File: src/rtl/jogo_sequencia_param.sv
// ============================================================================
// Module : jogo_sequencia_param
// Brief  : memory-sequence game engine ("Genius") - FSM, sequence RAM, round/address counters and play timer.
// Rev    : 1.0
// ============================================================================
`default_nettype none

module jogo_sequencia_param #(
    parameter int NUM_BOTOES     = 4,
    parameter int PROF_MEM       = 16,
    parameter int TIMEOUT_CICLOS = 5000,
    parameter int MOSTRA_CICLOS  = 1000,
    localparam int ADDR_W        = $clog2(PROF_MEM)
) (
    input  logic                  clock,
    input  logic                  reset,
    input  logic                  jogar,
    input  logic                  nivel,
    input  logic [NUM_BOTOES-1:0] botoes,
    input  logic                  carrega_en,
    input  logic [ADDR_W-1:0]     carrega_end,
    input  logic [NUM_BOTOES-1:0] carrega_dado,
    output logic [NUM_BOTOES-1:0] leds,
    output logic                  pronto,
    output logic                  ganhou,
    output logic                  perdeu,
    output logic                  db_timeout,
    output logic [3:0]            db_estado,
    output logic [ADDR_W-1:0]     db_rodada,
    output logic [ADDR_W-1:0]     db_endereco,
    output logic [NUM_BOTOES-1:0] db_jogada
);

    localparam int MAX_CICLOS = (TIMEOUT_CICLOS > MOSTRA_CICLOS) ? TIMEOUT_CICLOS : MOSTRA_CICLOS;
    localparam int TIMER_W    = $clog2(MAX_CICLOS + 1);

    typedef enum logic [3:0] {
        INICIAL      = 4'h0,
        PREPARA      = 4'h1,
        MOSTRA_LED   = 4'h2,
        MOSTRA_APAGA = 4'h3,
        ZERA_END     = 4'h4,
        ESPERA       = 4'h5,
        REGISTRA     = 4'h6,
        COMPARA      = 4'h7,
        PROX_JOGADA  = 4'h8,
        PROX_RODADA  = 4'h9,
        FIM_GANHOU   = 4'hA,
        FIM_PERDEU   = 4'hB,
        FIM_TIMEOUT  = 4'hC
    } estado_t;

    estado_t                 estado, prox_estado;
    logic [NUM_BOTOES-1:0]   mem [PROF_MEM];
    logic [NUM_BOTOES-1:0]   mem_dado;
    logic [NUM_BOTOES-1:0]   botoes_q;
    logic [NUM_BOTOES-1:0]   jogada;
    logic [ADDR_W-1:0]       rodada;
    logic [ADDR_W-1:0]       endereco;
    logic [ADDR_W-1:0]       limite_m1;
    logic [TIMER_W-1:0]      timer;
    logic                    nivel_q;

    logic jogada_ev;
    logic ocioso;
    logic fim_mostra;
    logic fim_espera;
    logic jogada_ok;
    logic rod_clr, rod_inc, end_clr, end_inc, tim_clr, tim_inc;
    logic reg_jogada, latch_nivel;

    assign mem_dado   = mem[endereco];
    assign jogada_ev  = (botoes != '0) && (botoes_q == '0);
    assign ocioso     = (estado == INICIAL) || (estado == FIM_GANHOU) ||
                        (estado == FIM_PERDEU) || (estado == FIM_TIMEOUT);
    assign fim_mostra = (timer == TIMER_W'(MOSTRA_CICLOS - 1));
    assign fim_espera = (timer == TIMER_W'(TIMEOUT_CICLOS - 1));
    assign limite_m1  = nivel_q ? ADDR_W'(PROF_MEM - 1) : ADDR_W'(PROF_MEM / 2 - 1);
    // A play must be exactly one button to count, whatever the RAM holds
    assign jogada_ok  = (jogada != '0) && ((jogada & (jogada - 1'b1)) == '0) &&
                        (jogada == mem_dado);

    always_ff @(posedge clock) begin
        if (carrega_en && ocioso) begin
            mem[carrega_end] <= carrega_dado;
        end
    end

    always_ff @(posedge clock or posedge reset) begin
        if (reset) begin
            estado <= INICIAL;
        end else begin
            estado <= prox_estado;
        end
    end

    always_comb begin
        prox_estado = estado;
        rod_clr     = 1'b0;
        rod_inc     = 1'b0;
        end_clr     = 1'b0;
        end_inc     = 1'b0;
        tim_clr     = 1'b0;
        tim_inc     = 1'b0;
        reg_jogada  = 1'b0;
        latch_nivel = 1'b0;
        leds        = '0;

        case (estado)
            INICIAL, FIM_GANHOU, FIM_PERDEU, FIM_TIMEOUT: begin
                if (jogar) begin
                    prox_estado = PREPARA;
                    latch_nivel = 1'b1;
                end
            end
            PREPARA: begin
                rod_clr     = 1'b1;
                end_clr     = 1'b1;
                tim_clr     = 1'b1;
                prox_estado = MOSTRA_LED;
            end
            MOSTRA_LED: begin
                leds = mem_dado;
                if (fim_mostra) begin
                    tim_clr     = 1'b1;
                    prox_estado = MOSTRA_APAGA;
                end else begin
                    tim_inc = 1'b1;
                end
            end
            MOSTRA_APAGA: begin
                if (fim_mostra) begin
                    tim_clr = 1'b1;
                    if (endereco == rodada) begin
                        prox_estado = ZERA_END;
                    end else begin
                        end_inc     = 1'b1;
                        prox_estado = MOSTRA_LED;
                    end
                end else begin
                    tim_inc = 1'b1;
                end
            end
            ZERA_END: begin
                end_clr     = 1'b1;
                tim_clr     = 1'b1;
                prox_estado = ESPERA;
            end
            ESPERA: begin
                leds = botoes;
                if (jogada_ev) begin
                    prox_estado = REGISTRA;
                end else if (fim_espera) begin
                    prox_estado = FIM_TIMEOUT;
                end else begin
                    tim_inc = 1'b1;
                end
            end
            REGISTRA: begin
                reg_jogada  = 1'b1;
                prox_estado = COMPARA;
            end
            COMPARA: begin
                if (!jogada_ok) begin
                    prox_estado = FIM_PERDEU;
                end else if (endereco != rodada) begin
                    prox_estado = PROX_JOGADA;
                end else if (rodada == limite_m1) begin
                    prox_estado = FIM_GANHOU;
                end else begin
                    prox_estado = PROX_RODADA;
                end
            end
            PROX_JOGADA: begin
                end_inc     = 1'b1;
                tim_clr     = 1'b1;
                prox_estado = ESPERA;
            end
            PROX_RODADA: begin
                rod_inc     = 1'b1;
                end_clr     = 1'b1;
                tim_clr     = 1'b1;
                prox_estado = MOSTRA_LED;
            end
            default: prox_estado = INICIAL;
        endcase
    end

    always_ff @(posedge clock or posedge reset) begin
        if (reset) begin
            botoes_q <= '0;
            jogada   <= '0;
            rodada   <= '0;
            endereco <= '0;
            timer    <= '0;
            nivel_q  <= 1'b0;
        end else begin
            botoes_q <= botoes;
            if (latch_nivel) begin
                nivel_q <= nivel;
            end
            if (rod_clr) begin
                rodada <= '0;
            end else if (rod_inc) begin
                rodada <= rodada + 1'b1;
            end
            if (end_clr) begin
                endereco <= '0;
            end else if (end_inc) begin
                endereco <= endereco + 1'b1;
            end
            if (tim_clr) begin
                timer <= '0;
            end else if (tim_inc) begin
                timer <= timer + 1'b1;
            end
            if (reg_jogada) begin
                jogada <= botoes;
            end
        end
    end

    assign pronto      = (estado == FIM_GANHOU) || (estado == FIM_PERDEU) || (estado == FIM_TIMEOUT);
    assign ganhou      = (estado == FIM_GANHOU);
    assign perdeu      = (estado == FIM_PERDEU) || (estado == FIM_TIMEOUT);
    assign db_timeout  = (estado == FIM_TIMEOUT);
    assign db_estado   = estado;
    assign db_rodada   = rodada;
    assign db_endereco = endereco;
    assign db_jogada   = jogada;

endmodule

`default_nettype wire

File: config.mk
export PLATFORM = sky130hd
export DESIGN_NAME = jogo_sequencia_param
export DESIGN_NICKNAME = d
export VERILOG_FILES = /design/src/rtl/jogo_sequencia_param.sv
export SDC_FILE = /design/constraint.sdc
export NUM_CORES = 1
export LEC_CHECK = 0
export ABC_AREA = 1
export BUFFER_PORTS_ARGS = -buffer_cell sky130_fd_sc_hd__buf_4
export CAP_MARGIN = 15
export CORE_ASPECT_RATIO = 0.8
export CORE_MARGIN = 1
export CORE_UTILIZATION = 60
export CTS_BUF_LIST = sky130_fd_sc_hd__clkbuf_2
export CTS_CLUSTER_SIZE = 10
export DETAILED_ROUTE_END_ITERATION = 10
export PLACE_DENSITY = 0.8
export SLEW_MARGIN = 30
export SYNTH_ARGS = -nofsm -noshare
export SYNTH_HDL_FRONTEND = slang
export SYNTH_SLANG_ARGS = --single-unit
export TNS_END_PERCENT = 20
File: constraint.sdc
create_clock -name clock -period 2.55 [get_ports clock]
set_input_delay 0.255 -clock clock [delete_from_list [all_inputs] [get_ports clock]]
set_output_delay 0.255 -clock clock [all_outputs]
set_load 0.005 [all_outputs]
After elaboration in Yosys (flattened, before gate mapping)

Memory sizes are Yosys's and may differ from the RTL's.
Index checks and enable logic that the tools add are counted.

Register bits after elaboration: 34
Bits in writable memories: 64
Input port bits: 17
Output and inout bits: 24
Word-level logic and storage cells: 95
Memories kept: 1

Add/sub/neg operators: 4
Equality and inequality tests: 22
Multiplexer cells: 35
Bitwise gates (word level): 1
Reductions and logical operators: 25

Memories:

| memory | depth | width | rd ports | clocked after memory_dff | write ports | RTL line | RTL |
|---|---|---|---|---|---|---|---|
| mem    | 16    | 4     | 1        | 0                        | 1           | 54       | `logic [NUM_BOTOES-1:0] mem [PROF_MEM];` |

Operators by type and width:

| cell                  | count |
|---|---|
| $mux 4                | 10 |
| $pmux 4 s8            | 1 |
| $mux 13               | 2 |
| $eq 4x4->1 const B    | 5 |
| $eq 4x3->1 const B    | 4 |
| $mux 1                | 14 |
| $add 13x1->13 const B | 1 |
| $eq 13x10->1 const B  | 1 |
| $eq 13x13->1 const B  | 1 |
| $eq 4x4->1            | 3 |
| $logic_not 4->1       | 3 |
| $add 4x1->4 const B   | 2 |
| $eq 4x2->1 const B    | 2 |
| $pmux 4 s2            | 1 |
| $reduce_bool 4->1     | 2 |
| $reduce_or 4->1       | 2 |
| $logic_or 1x1->1      | 6 |
| $mux 2                | 3 |
| $ne 2x2->1 const B    | 3 |
| $pmux 1 s2            | 3 |
| $reduce_bool 2->1     | 3 |
| $reduce_or 2->1       | 3 |
| $and 4x4->4           | 1 |
| $eq 4x1->1 const B    | 1 |
| other kinds (7)       | 10 |

Depth between registers and ports, before layout

Gate-level depths: netlist (run 1).

Word-level depth: 7
Depth in mapped cells: 17
Depth with buffers taken out: 15

Worst setup path after synthesis (run 1)

No wires, ideal clock.

Kind: reg-to-reg
From: register estado[0], in the netlist db_estado[0]
To: memory mem[10][0], enable pin
Setup time: 329 ps
Arrival: 1624 ps
Data required time: 2221 ps
Slack: 597 ps
Stages on the path, launching flop included: 11
Path buffers: 0
Period minus slack after synthesis: 1953 ps
Cells stage by stage: dfrtp_1 > nor2_2 > inv_2 > nor3_2 > inv_2 > nand2_1 > or2_4 > nor2_8 > nor2_2 > nand3_1 > nor2_1

Elaborated cells on any way between the ends: 10
Classes of those cells: eq/ne: 3; mux: 2; reduce/logical: 5

RTL lines:

| what                         | RTL line | RTL |
|---|---|---|
| from (decl)                  | 53       | `estado_t estado, prox_estado;` |
| from (signal assigned)       | 93       | `estado <= prox_estado;` |
| $eq 4x4->1                   | n/a      |  |
| named net db_timeout         | 27       | `output logic db_timeout,` |
| $logic_or 1x1->1             | 75       | `(estado == FIM_PERDEU) \|\| (estado == FIM_TIMEOUT);` |
| $logic_and 1x1->1            | 84       | `if (carrega_en && ocioso) begin` |
| $mux 1                       | 84       |  |
| $mux 1 (not written as such) | 85       | `mem[carrega_end] <= carrega_dado;` |
| to (decl)                    | 54       |  |

The timed path passes the listed nets, and every way through them passes these cells.

Final worst setup path (run 1)

From: register endereco[0], in the netlist db_endereco[0]
To: output leds[0]

Cells in the longest elaborated chain, start to end: 2

RTL lines:

| what                   | RTL line | RTL |
|---|---|---|
| from (decl)            | 59       | `logic [ADDR_W-1:0] endereco;` |
| from (signal assigned) | 210      | `endereco <= endereco + 1'b1;` |
| $mem_v2 16x4           | n/a      |  |
| $pmux 4 s2             | 109      | `case (estado)` |
| to (decl)              | 23       | `output logic [NUM_BOTOES-1:0] leds,` |

No other way between the ends.

==> implementation parameters, run 1 <==
Parameter                              Value

Synth
  Top FF cell, synth    sky130_fd_sc_hd__edfxtp_1
  Number of flops mapped to enable cells by yosys    64
  Count of distinct cell types in the synthesized netlist    40
  Post-synthesis instance area    4920 sq um
  Simple-gate portion of the synthesized area    26.2%
  Synthesized-area fraction occupied by adder cells    less than 1%
  Multiplexer share of the synthesized area    less than 1%
  Synth Area in Compound Gates    a little under 7%
  Post-synthesis cell count    553
  Nets in the synthesized netlist    ~570
  Fraction of the yosys area taken by sequential cells    a little under three fifths
  Register bit total from synthesis    98
  Avg Inst Size Synth    8.90 sq um
  Proportion of synthesized flip-flops having asynchronous set or reset    between 30% and 40%
  Main combinational cell family by area after synthesis    simple AND/OR/NAND/NOR gates
  Yosys synthesis warning count    0
  Share of the synthesized netlist area taken by xor and xnor gates    2.31%

Final layout
  Final standard cell area without fillers    a little under 6000 sq um
  Post-layout util    73.9%
  Number of fill cells    546
  Non-filler instance count after layout    736
  Diode insertion count for antenna repair    0
  Net count reported at finish    ~640
  Storage element area    around 2800 sq um
  Fraction of final layout cells sized beyond drive strength 1    a little under a quarter
  Signed area change from the synthesized netlist to the final layout    19.2%
  Area taken by multi-input logic gates    1890 sq um

Placed design
  Routability-driven placement congestion ratio    0.905
  Half-perimeter wire length after detailed placement    7.97 mm
  Buffers on Ports    40
  Dpl ws    0.369 ns
  Post-placement cell count    695
  Cell area after placement    5300 sq um

Detailed routing
  Number of iterations in the first detailed-routing pass    7
  Number of antenna-violating nets in the routed design    0
  First-iteration detailed-routing DRC count    392
  Vias after detailed routing    roughly 4200
  DRC    0
  Aggregate routed wire length    12.4 mm
  Detail-routed net length per standard cell    between 15 and 20 um
  Detail-routed via count per cell    5.65

STA
  Setup TNS    -0.0609 ns
  Post-layout worst setup margin    -0.0345 ns
  Post-route minimum period    2.58 ns
  Unrepaired setup endpoints after global routing    true
  Max_slew headroom    65.8%
  Transition time at the pin with the least slew margin    approximately 0.5 ns
  Finish-stage setup viols    3
  Post-Route Skew    roughly 0.055 ns
  Post-Route Hold Slack    0.0494 ns
  Final count of pins violating max slew    0
  Post-route clock period utilization    101%
  Highest attainable clock frequency    387 MHz
  Final number of hold-violating endpoints    0

Status
  Failing checks    negative setup slack
  Outcome    finished with violations

Floorplanning
  Std-Cell Core Area    7950 sq um
  Die area    between 8000 and 9000 sq um
  Y dimension of the die    83.0 um
  Starting density of the core    62.0%
  Die width    103 um
  Core Rows    29
  Count of boundary I/O pins    41

CTS
  Clock net sink count    a little under 100
  CTS tree    built
  Clock insertion delay at the later pin of the skew report    just over 0.6 ns
  Max Root-Sink Buffers    2
  Count of H-tree levels built during CTS    3
  Library cell used as clock root buffer    sky130_fd_sc_hd__clkbuf_2
  Clock Pin Slew Worst Setup and Hold Paths    0.31 ns
  Clock buffers created by TritonCTS    9

Pwr
  Final total power    2.46 mW
  Power density relative to cell area    419 nW/um^2
  Cell leakage power    2.54 nW
  Largest voltage drop on the vdd net    0.291 mV

Global route
  Antenna violations before repair    0
  Largest net degree at the start of global routing    35
  GR Util All Layers    28.2%
  Total gr overflow    0
  Vias in the first global route    3836
  Wire length of the first global-routing pass    18.2 mm

Run
  Maximum Capacitance Violations    0

Worst setup path
  Endpoint required time on the critical path    about 2.3 ns
  Category of the most critical setup path    register to primary output
  Endpoint type of the worst setup path    primary output
  Startpoint kind of the worst setup timing path    register
  Arrival @ worst endpoint    2.33 ns
  Crit Path Max Fanout    8

Hold path
  Class of the tightest hold or removal check    input pin to register
[cell usage after synthesis (3+ instances only)]
library cell / number / area share [%]
sky130_fd_sc_hd__ha_1: 3 / 0.76
sky130_fd_sc_hd__buf_4: 3 / 0.46
sky130_fd_sc_hd__buf_2: 3 / 0.30
sky130_fd_sc_hd__xnor2_1: 3 / 0.53
sky130_fd_sc_hd__nor2_2: 5 / 0.64
sky130_fd_sc_hd__nand2_1: 148 / 11
sky130_fd_sc_hd__nor2_1: 82 / 6.3
sky130_fd_sc_hd__inv_1: 54 / 4.1
sky130_fd_sc_hd__o21ai_0: 21 / 2.1
sky130_fd_sc_hd__nand4_1: 7 / 0.89
sky130_fd_sc_hd__nor3_1: 9 / 0.91
sky130_fd_sc_hd__o31ai_1: 3 / 0.46
sky130_fd_sc_hd__a21oi_1: 18 / 1.8
sky130_fd_sc_hd__edfxtp_1: 64 / 39
sky130_fd_sc_hd__o21ai_1: 7 / 0.71
sky130_fd_sc_hd__nand3_1: 39 / 4.0
sky130_fd_sc_hd__xor2_1: 10 / 1.8
sky130_fd_sc_hd__buf_6: 6 / 1.4
sky130_fd_sc_hd__inv_2: 9 / 0.69
sky130_fd_sc_hd__dfrtp_1: 34 / 17
[placed cells by master (no fill, tap or decap), types with 2 or more instances in the layout]
master / synthesis / final
sky130_fd_sc_hd__clkinvlp_4: 0 / 3
sky130_fd_sc_hd__dfrtp_2: 0 / 2
sky130_fd_sc_hd__nor2_2: 5 / 16
sky130_fd_sc_hd__o22ai_1: 2 / 2
sky130_fd_sc_hd__dlygate4sd3_1: 0 / 10
sky130_fd_sc_hd__nor2_4: 1 / 2
sky130_fd_sc_hd__inv_1: 54 / 54
sky130_fd_sc_hd__ha_1: 3 / 3
sky130_fd_sc_hd__buf_12: 0 / 4
sky130_fd_sc_hd__nor3_1: 9 / 9
sky130_fd_sc_hd__a21oi_1: 18 / 12
sky130_fd_sc_hd__nand4_1: 7 / 7
sky130_fd_sc_hd__nand3_1: 39 / 38
sky130_fd_sc_hd__clkbuf_16: 0 / 4
sky130_fd_sc_hd__nand2_1: 148 / 135
sky130_fd_sc_hd__clkbuf_2: 0 / 9
sky130_fd_sc_hd__inv_6: 0 / 2
sky130_fd_sc_hd__nor4_1: 2 / 2
sky130_fd_sc_hd__inv_2: 9 / 9
sky130_fd_sc_hd__edfxtp_1: 64 / 64
sky130_fd_sc_hd__nor3_2: 2 / 2
sky130_fd_sc_hd__xnor2_1: 3 / 3
sky130_fd_sc_hd__a21oi_2: 1 / 7
sky130_fd_sc_hd__o31ai_1: 3 / 3
sky130_fd_sc_hd__dfrtp_1: 34 / 31
sky130_fd_sc_hd__xor2_1: 10 / 10
sky130_fd_sc_hd__nor2_1: 82 / 70
sky130_fd_sc_hd__o21ai_1: 7 / 15
sky130_fd_sc_hd__buf_4: 3 / 51
sky130_fd_sc_hd__o21ai_0: 21 / 12
sky130_fd_sc_hd__nand2_2: 1 / 14
sky130_fd_sc_hd__o21ai_2: 2 / 3
[path summary, 6_finish.rpt]
check                               start             end  slack, ns  cells after the start
max                        db_endereco[0]         leds[0]      -0.03                     11
min                                 jogar    db_estado[3]       0.05                      5
max reg2reg                db_endereco[0]  db_endereco[2]       0.12                     12
min reg2reg                      timer[1]        timer[1]       0.61                      2
max in group asynchronous           reset    db_jogada[2]       1.92                      4
min in group asynchronous           reset  db_endereco[0]       0.27                      4
[metal layers]
| layer | GRT usage, % | vias to the layer above | share of wire [%] |
|---|---|---|---|
| met5 | 0 | - | 0 |
| met4 | 7.68 | 0 | 2.6 |
| met3 | 7.15 | 34 | 9.2 |
| met2 | 43.7 | 221 | 48 |
| met1 | 39.8 | 1959 | 40 |
| li1 | - | 1948 | - |
[cell type report]
class                      count  share of cell area [%]
tap                          108                    2.30
clock inverter                 7                   0.895
clock buffer                   9                   0.767
multi-input combinational    377                    32.2
timing repair inverter         1                   0.277
inverter                      66                    4.73
timing repair buffer          70                    11.5
sequential                    98                    47.3
[where the power goes]
group	leakage (nW)	switching (mW)	internal, mW
clock network	0.0526	0.544	0.133
logic	1.50	0.0517	0.0311
registers	0.994	0.00160	1.70
total	2.54	0.598	1.86
[critical path, stage by stage, from the launching register on]
cell,delay (ns)
sky130_fd_sc_hd__dfrtp_4,0.50
sky130_fd_sc_hd__buf_12,0.18
sky130_fd_sc_hd__clkbuf_16,0.17
sky130_fd_sc_hd__nand2_1,0.08
sky130_fd_sc_hd__nand3_2,0.09
sky130_fd_sc_hd__nand2_1,0.08
sky130_fd_sc_hd__nor2_2,0.14
sky130_fd_sc_hd__nand2_1,0.11
sky130_fd_sc_hd__nand2_2,0.08
sky130_fd_sc_hd__nand2_1,0.05
sky130_fd_sc_hd__o21ai_1,0.09
sky130_fd_sc_hd__buf_4,0.13
[timing repair]
item	in CTS	in global routing
gates resized for setup	3	59
buffers inserted	0	9
cloned	0	6
setup endpoints to repair	4	4
hold endpoints to repair	70	0
hold buffers	10	0
pin swaps	0	26
[flip-flops by register name, summed over array words and instances, names as in the netlist]
register,count
botoes_q,4
db_endereco,4
db_estado,4
db_jogada,4
db_rodada,4
mem,64
nivel_q,1
timer,13
[cell families after synthesis]
logic type,after synthesis
simple gates,301
flops,98
buf+inv,78
compound gates,59
xor+xnor,13
fa+ha+maj,3
mux,1
(Power assumes the default switching activity.)
==> run 2: changes to the inputs <==
--- a/config.mk
+++ b/config.mk
@@ -14,9 +14,8 @@
 export CTS_BUF_LIST = sky130_fd_sc_hd__clkbuf_2
 export CTS_CLUSTER_SIZE = 10
 export DETAILED_ROUTE_END_ITERATION = 10
-export PLACE_DENSITY = 0.8
+export PLACE_DENSITY = 0.86
 export SLEW_MARGIN = 30
 export SYNTH_ARGS = -nofsm -noshare
 export SYNTH_HDL_FRONTEND = slang
 export SYNTH_SLANG_ARGS = --single-unit
-export TNS_END_PERCENT = 20
==> run 2 against run 1 <==
Fmax rose by 3.6%. Combinational power up 2%. Largest power group unchanged. Clock skew decreased by 0.038 ns. Die area is the same. Cell area is 0.17% lower. Critical path depth is the same. Critical path type unchanged. The run now ends clean. Power up 9.9%. Register-to-register slack better by 0.14 ns.
==> implementation parameters, run 2 (same netlist as run 1, synthesis figures left out) <==
Parameter                              Value

Worst setup path
  Slack of the worst reg-to-reg path    roughly 0.26 ns
  Start of the worst register-to-register path    db_estado[0]
  Endpoint required time on the critical path    2.30 ns
  WP depth    11
  Worst setup path endpoint    leds[3]
  Category of the most critical setup path    register to primary output
  Endpoint type of the worst setup path    primary output
  First element of the critical path    db_endereco[0]
  Arrival @ worst endpoint    approximately 2.2 ns
  Worst R2R End    mem[12][0]
  CP bufs+invs    3
  Crit-path cells    buf_12 -> clkbuf_16 -> nor2_2 -> nor2_1 -> o21ai_1 -> nand3_1 -> nand2_2 -> nand2_2 -> nand2_1 -> o21ai_2 -> buf_4
  Slowest CP cell    sky130_fd_sc_hd__dfrtp_4
  Startpoint kind of the worst setup timing path    register
  Worst path max stage delay    0.55 ns
  R2R cell count    10
  Crit Path Max Fanout    5
  Delay-heaviest family, CP    flip-flops
  Cell repeated most along the worst path    sky130_fd_sc_hd__nand2_2

Floorplanning
  Std-Cell Core Area    7950 sq um
  Die width    slightly above 100 um
  Die area    around 8600 sq um
  Y dimension of the die    83.0 um
  Count of boundary I/O pins    between 40 and 50
  Starting density of the core    62.0%
  Core Rows    29

STA
  Final number of hold-violating endpoints    0
  Post-layout worst setup margin    ~0.056 ns
  Highest attainable clock frequency    401 MHz
  Unrepaired setup endpoints after global routing    true
  Max_slew headroom    44.8%
  Post-route minimum period    between 2 and 2.5 ns
  Post-route clock period utilization    between 90% and 100%
  Final count of pins violating max slew    0
  Finish-stage setup viols    0
  Post-Route Skew    around 0.016 ns
  Transition time at the pin with the least slew margin    between 0.8 and 0.9 ns

Status
  Outcome    complete, no violations

Final layout
  Fraction of final layout cells sized beyond drive strength 1    between 20 and 25%
  Top library cells by usage in the layout, fill and taps aside    138 x sky130_fd_sc_hd__nand2_1, 70 x sky130_fd_sc_hd__nor2_1, 64 x sky130_fd_sc_hd__edfxtp_1
  Signed area change from the synthesized netlist to the final layout    19.0%
  Biggest regs    mem (64), timer (13)
  Most common cell after layout, fill and taps aside    sky130_fd_sc_hd__nand2_1
  Number of fill cells    around 500
  Register ranked first by flip-flop count    mem
  Number of flip-flops under the largest register name    64
  Net count reported at finish    about 650
  Diode insertion count for antenna repair    0

Detailed routing
  Vias after detailed routing    4316
  Number of iterations in the first detailed-routing pass    8
  Number of antenna-violating nets in the routed design    0
  Detail-routed net length per standard cell    17.1 um
  Detail-routed via count per cell    around 5.8
  First-iteration detailed-routing DRC count    696
  DRC    0
  Aggregate routed wire length    between 10 and 15 mm

Placed design
  Buffers on Ports    40
  Half-perimeter wire length after detailed placement    7.92 mm
  Dpl ws    roughly 0.32 ns
  Routability-driven placement congestion ratio    0.912

CTS
  Clock buffers created by TritonCTS    9
  Clock net sink count    98
  Count of H-tree levels built during CTS    3
  Max Root-Sink Buffers    2
  Clock insertion delay at the later pin of the skew report    around 0.56 ns
  CTS tree    built
  Clock Pin Slew Worst Setup and Hold Paths    0.23 ns
  Library cell used as clock root buffer    sky130_fd_sc_hd__clkbuf_2

Pwr
  Largest voltage drop on the vdd net    roughly 0.24 mV
  Power density relative to cell area    between 400 and 500 nW/um^2
  Fraction of power consumed by sequential logic    62.9%
  Switching power    0.543 mW
  Final total power    between 2 and 3 mW
  Power share of the clock group    34.0%
  Cell leakage power    2.58 nW
  Combinational Power Share    3.1%
  Internal cell power    2.16 mW
  Proportion of total power due to net switching    around 20%

Global route
  Wire length of the first global-routing pass    18.6 mm
  Vias in the first global route    3901
  Antenna violations before repair    0
  Total gr overflow    0
  Largest net degree at the start of global routing    37
  GR Util All Layers    approximately 29%

Hold path
  Number of instances on the worst hold path    5
  Class of the tightest hold or removal check    input pin to register

Run
  Maximum Capacitance Violations    0
==> run 2: cell count changes in the layout (fill, tap and decap cells not counted), moves of 3 or more <==
| cell | delta |
|---|---|
| sky130_fd_sc_hd__clkinvlp_4 | -3 |
| sky130_fd_sc_hd__a21oi_2 | -4 |
| sky130_fd_sc_hd__bufinv_16 | +3 |
| sky130_fd_sc_hd__buf_6 | +3 |
| sky130_fd_sc_hd__a21oi_1 | +4 |
| sky130_fd_sc_hd__nand2_1 | +3 |
| sky130_fd_sc_hd__buf_4 | +4 |
| sky130_fd_sc_hd__nand2_2 | -3 |
==> run 2: area by class of cell <==
type	count	area (sq um)	share of cell area, %
Clock inverter	5	101	1.73
Timing Repair Buffer	73	648	11.1
Inverter	66	264	4.50
Clock buffer	11	55.1	0.939
Timing Repair inverter	1	11.3	0.192
Multi-Input combinational cell	377	1870	31.9
Tap cell	108	135	2.31
Sequential cell	98	2780	47.4
==> run 2: per-stage QoR <==
step | hold slack [ns] | util (%) | std cells | TNS (ns) | cell area [sq um]
6_report | 0.134 | 73.8 | 739 | 0 | 5860
5_1_grt | 0.0936 | 73.8 | 739 | -0.291 | 5860
4_1_cts | 0.0966 | 70.1 | 722 | 0 | 5570
3_5_place_dp | 0.380 | 66.8 | 696 | 0 | 5310
3_3_place_gp | 0.379 | 66.8 | 696 | 0 | 5310
2_1_floorplan | 0.286 | - | 553 | 0 | 4920
==> run 2: worst min path at each step <==
stage / from / to / slack (ns)
floorplan: botoes[0] / botoes_q[0] / 0.29
global placement: botoes[0] / botoes_q[0] / 0.38
detailed placement: botoes[2] / botoes_q[2] / 0.38
CTS: jogar / db_estado[3] / 0.1
global route: jogar / db_estado[0] / 0.09
finish: jogar / db_estado[1] / 0.13
==> run 2: timing repair <==
item                       4_1_cts  5_1_grt
hold endpoints to repair        36        0
hold buffers                    10        0
setup endpoints to repair        3        4
pin swaps                        0       19
buffers inserted                 0       11
gates resized for setup          1       45
gates cloned                     0        6
==> run 2: worst min-delay path, delay by kind of cell <==
kind                   cells  cell delay, ns
and+or+nand+nor            2            0.13
AOI/OAI and AO/OA          1            0.09
buffers and inverters      2            0.22
==> run 2: power by group through the flow <==
stage                     clock, mW  combinational [mW]  sequential (mW)
after detailed placement          0              0.0689             1.73
after floorplan                   0              0.0196             1.73
after CTS                     0.916              0.0814             1.70
after global placement            0              0.0687             1.73
after global routing          0.980              0.0905             1.70
final                         0.919              0.0844             1.70
==> run 2: routing by layer <==
layer / GRT usage, % / routed length [um]
met3: 8.33 / 1470
met5: 0 / 0
met1: 39.7 / 4860
met2: 44.8 / 5820
met4: 10.4 / 493
==> run 3: changes to the inputs <==
--- a/config.mk
+++ b/config.mk
@@ -6,15 +6,15 @@
 export NUM_CORES = 1
 export LEC_CHECK = 0
 export ABC_AREA = 1
-export BUFFER_PORTS_ARGS = -buffer_cell sky130_fd_sc_hd__buf_4
 export CAP_MARGIN = 15
 export CORE_ASPECT_RATIO = 0.8
 export CORE_MARGIN = 1
-export CORE_UTILIZATION = 60
+export CORE_UTILIZATION = 33
 export CTS_BUF_LIST = sky130_fd_sc_hd__clkbuf_2
 export CTS_CLUSTER_SIZE = 10
 export DETAILED_ROUTE_END_ITERATION = 10
-export PLACE_DENSITY = 0.86
+export DONT_BUFFER_PORTS = 1
+export PLACE_DENSITY = 0.53
 export SLEW_MARGIN = 30
 export SYNTH_ARGS = -nofsm -noshare
 export SYNTH_HDL_FRONTEND = slang
==> run 3 against run 2 <==
The flow now finishes with violations (design-rule violations). Clock power fell by 15%. Non-clock buffer count fell by 40. Hold slack got worse by 0.085 ns. Sequential share of layout area rose by 1.4 points. Highest routed layer unchanged.
==> implementation parameters, run 3 (same netlist as run 1, synthesis figures left out) <==
Parameter                              Value

STA
  Final number of hold-violating endpoints    0
  Setup TNS    0 ns
  Post-Route Skew    0.0352 ns
  Finish-stage setup viols    0
  Transition time at the pin with the least slew margin    0.726 ns
  Post-route minimum period    2.49 ns
  Max_slew headroom    51.5%
  Unrepaired setup endpoints after global routing    true
  Post-route clock period utilization    97.8%
  Highest attainable clock frequency    401 MHz
  Final count of pins violating max slew    0

Hold path
  Number of instances on the worst hold path    2
  Hold path startpoint    carrega_end[1]
  Class of the tightest hold or removal check    input pin to register
  Worst hold endpoint    mem[3][1]

Pwr
  Power density relative to cell area    449 nW/um^2
  Cell leakage power    2.39 nW
  Final total power    2.55 mW
  Largest voltage drop on the vdd net    0.217 mV

CTS
  Clock buffers created by TritonCTS    9
  Clock Pin Slew Worst Setup and Hold Paths    0.31 ns
  Max Root-Sink Buffers    2
  Count of H-tree levels built during CTS    3
  Clock insertion delay at the later pin of the skew report    roughly 0.64 ns
  Library cell used as clock root buffer    sky130_fd_sc_hd__clkbuf_2
  Clock net sink count    98
  CTS tree    built

Worst setup path
  R2R cell count    10
  Worst R2R End    nivel_q
  Startpoint kind of the worst setup timing path    register
  Slack of the worst reg-to-reg path    0.14 ns
  Endpoint type of the worst setup path    primary output
  Category of the most critical setup path    register to primary output
  Crit Path Max Fanout    7
  First element of the critical path    db_endereco[0]
  Endpoint required time on the critical path    2.30 ns
  Arrival @ worst endpoint    2.24 ns
  Start of the worst register-to-register path    db_estado[0]

Floorplanning
  Die width    139 um
  Y dimension of the die    111 um
  Core Rows    39
  Count of boundary I/O pins    about 40
  Std-Cell Core Area    around 14000 sq um
  Die area    15400 sq um
  Starting density of the core    34.1%

Final layout
  Net count reported at finish    606
  Number of flip-flops under the largest register name    64
  Most common cell after layout, fill and taps aside    sky130_fd_sc_hd__nand2_1
  Top library cells by usage in the layout, fill and taps aside    134 x sky130_fd_sc_hd__nand2_1, 80 x sky130_fd_sc_hd__nor2_1, 64 x sky130_fd_sc_hd__edfxtp_1
  Biggest regs    mem (64), timer (13)
  Register ranked first by flip-flop count    mem
  Signed area change from the synthesized netlist to the final layout    15.6%
  Final standard cell area without fillers    5690 sq um
  Fraction of final layout cells sized beyond drive strength 1    between 10% and 20%

Status
  Outcome    finished with violations
  Failing checks    design-rule violations

Run
  Maximum Capacitance Violations    0

Global route
  Total gr overflow    0
  Vias in the first global route    3701
  Largest net degree at the start of global routing    35
  Antenna violations before repair    1
  GR Util All Layers    17.0%
  Wire length of the first global-routing pass    19.8 mm

Placed design
  Cell area after placement    5090 sq um
  Buffers on Ports    0
  Half-perimeter wire length after detailed placement    8.87 mm
  Routability-driven placement congestion ratio    0.866

Detailed routing
  First-iteration detailed-routing DRC count    350
  Aggregate routed wire length    13.0 mm
  Vias after detailed routing    a little under 4000
  DRC    4
  Number of antenna-violating nets in the routed design    0
  Detail-routed net length per standard cell    16.8 um
  Number of iterations in the first detailed-routing pass    11
  Detail-routed via count per cell    4.99
## run 3: final cells by class
class	count	area [sq um]
fillers	1444	8750
repair buffers	33	372
inverters	66	268
diodes	1	2.50
clock inverters	7	78.8
clock buffers	9	45.0
flip-flops and latches	98	2780
multi-input cells	377	1910
repair inverters	1	8.76
well taps	184	230
## run 3: worst max-delay path by stage
stage / to / slack (ns)
6_report: leds[1] / 0.06
2_1_floorplan: mem[10][0] / 0.60
5_1_grt: leds[3] / -0.12
3_3_place_gp: mem[9][3] / 0.32
3_5_place_dp: mem[11][3] / 0.26
4_1_cts: leds[3] / 0.001
## run 3: repair_timing
action                     in CTS  in global routing
gates cloned                    0                  5
setup endpoints to repair       4                  4
hold buffers                   14                  0
buffers inserted                3                  7
pin swaps                       1                 10
gates resized for setup         4                 50
hold endpoints to repair      123                  0
## run 3: critical path, stage by stage (launching register included)
cell	delay, ns
sky130_fd_sc_hd__dfrtp_4	0.64
sky130_fd_sc_hd__buf_8	0.17
sky130_fd_sc_hd__clkbuf_16	0.15
sky130_fd_sc_hd__nand2_1	0.06
sky130_fd_sc_hd__nand3_2	0.07
sky130_fd_sc_hd__nand2_2	0.07
sky130_fd_sc_hd__nor2_4	0.13
sky130_fd_sc_hd__nand2_2	0.08
sky130_fd_sc_hd__nand2_1	0.06
sky130_fd_sc_hd__nand2_1	0.07
sky130_fd_sc_hd__o21ai_2	0.11
## run 3: where the power goes
group | switching [mW] | leakage, nW | total (mW) | internal [mW]
Combinational | 0.0481 | 1.32 | 0.0678 | 0.0197
Sequential | 0.00123 | 0.994 | 1.70 | 1.70
Clock | 0.610 | 0.0771 | 0.784 | 0.174
## run 3: routing by layer
| metal | vias to the layer above | GRT usage (%) | part of all wire [%] |
|---|---|---|---|
| met5 | - | 0 | 0 |
| met2 | 127 | 26.4 | 45 |
| li1 | 1882 | - | - |
| met3 | 16 | 5.53 | 6.9 |
| met1 | 1851 | 22.6 | 47 |
| met4 | 0 | 4.57 | 1.3 |
## run 3: through the flow
stage	utilization, %	setup slack (ns)	std cells	hold slack (ns)
after floorplan	-	0.597	553	0.286
after global placement	35.2	0.323	730	0.275
after detailed placement	35.2	0.265	730	0.282
after CTS	37.2	0.00128	763	0.00889
after global routing	39.4	-0.118	776	0.00653
final	39.4	0.0570	776	0.0484
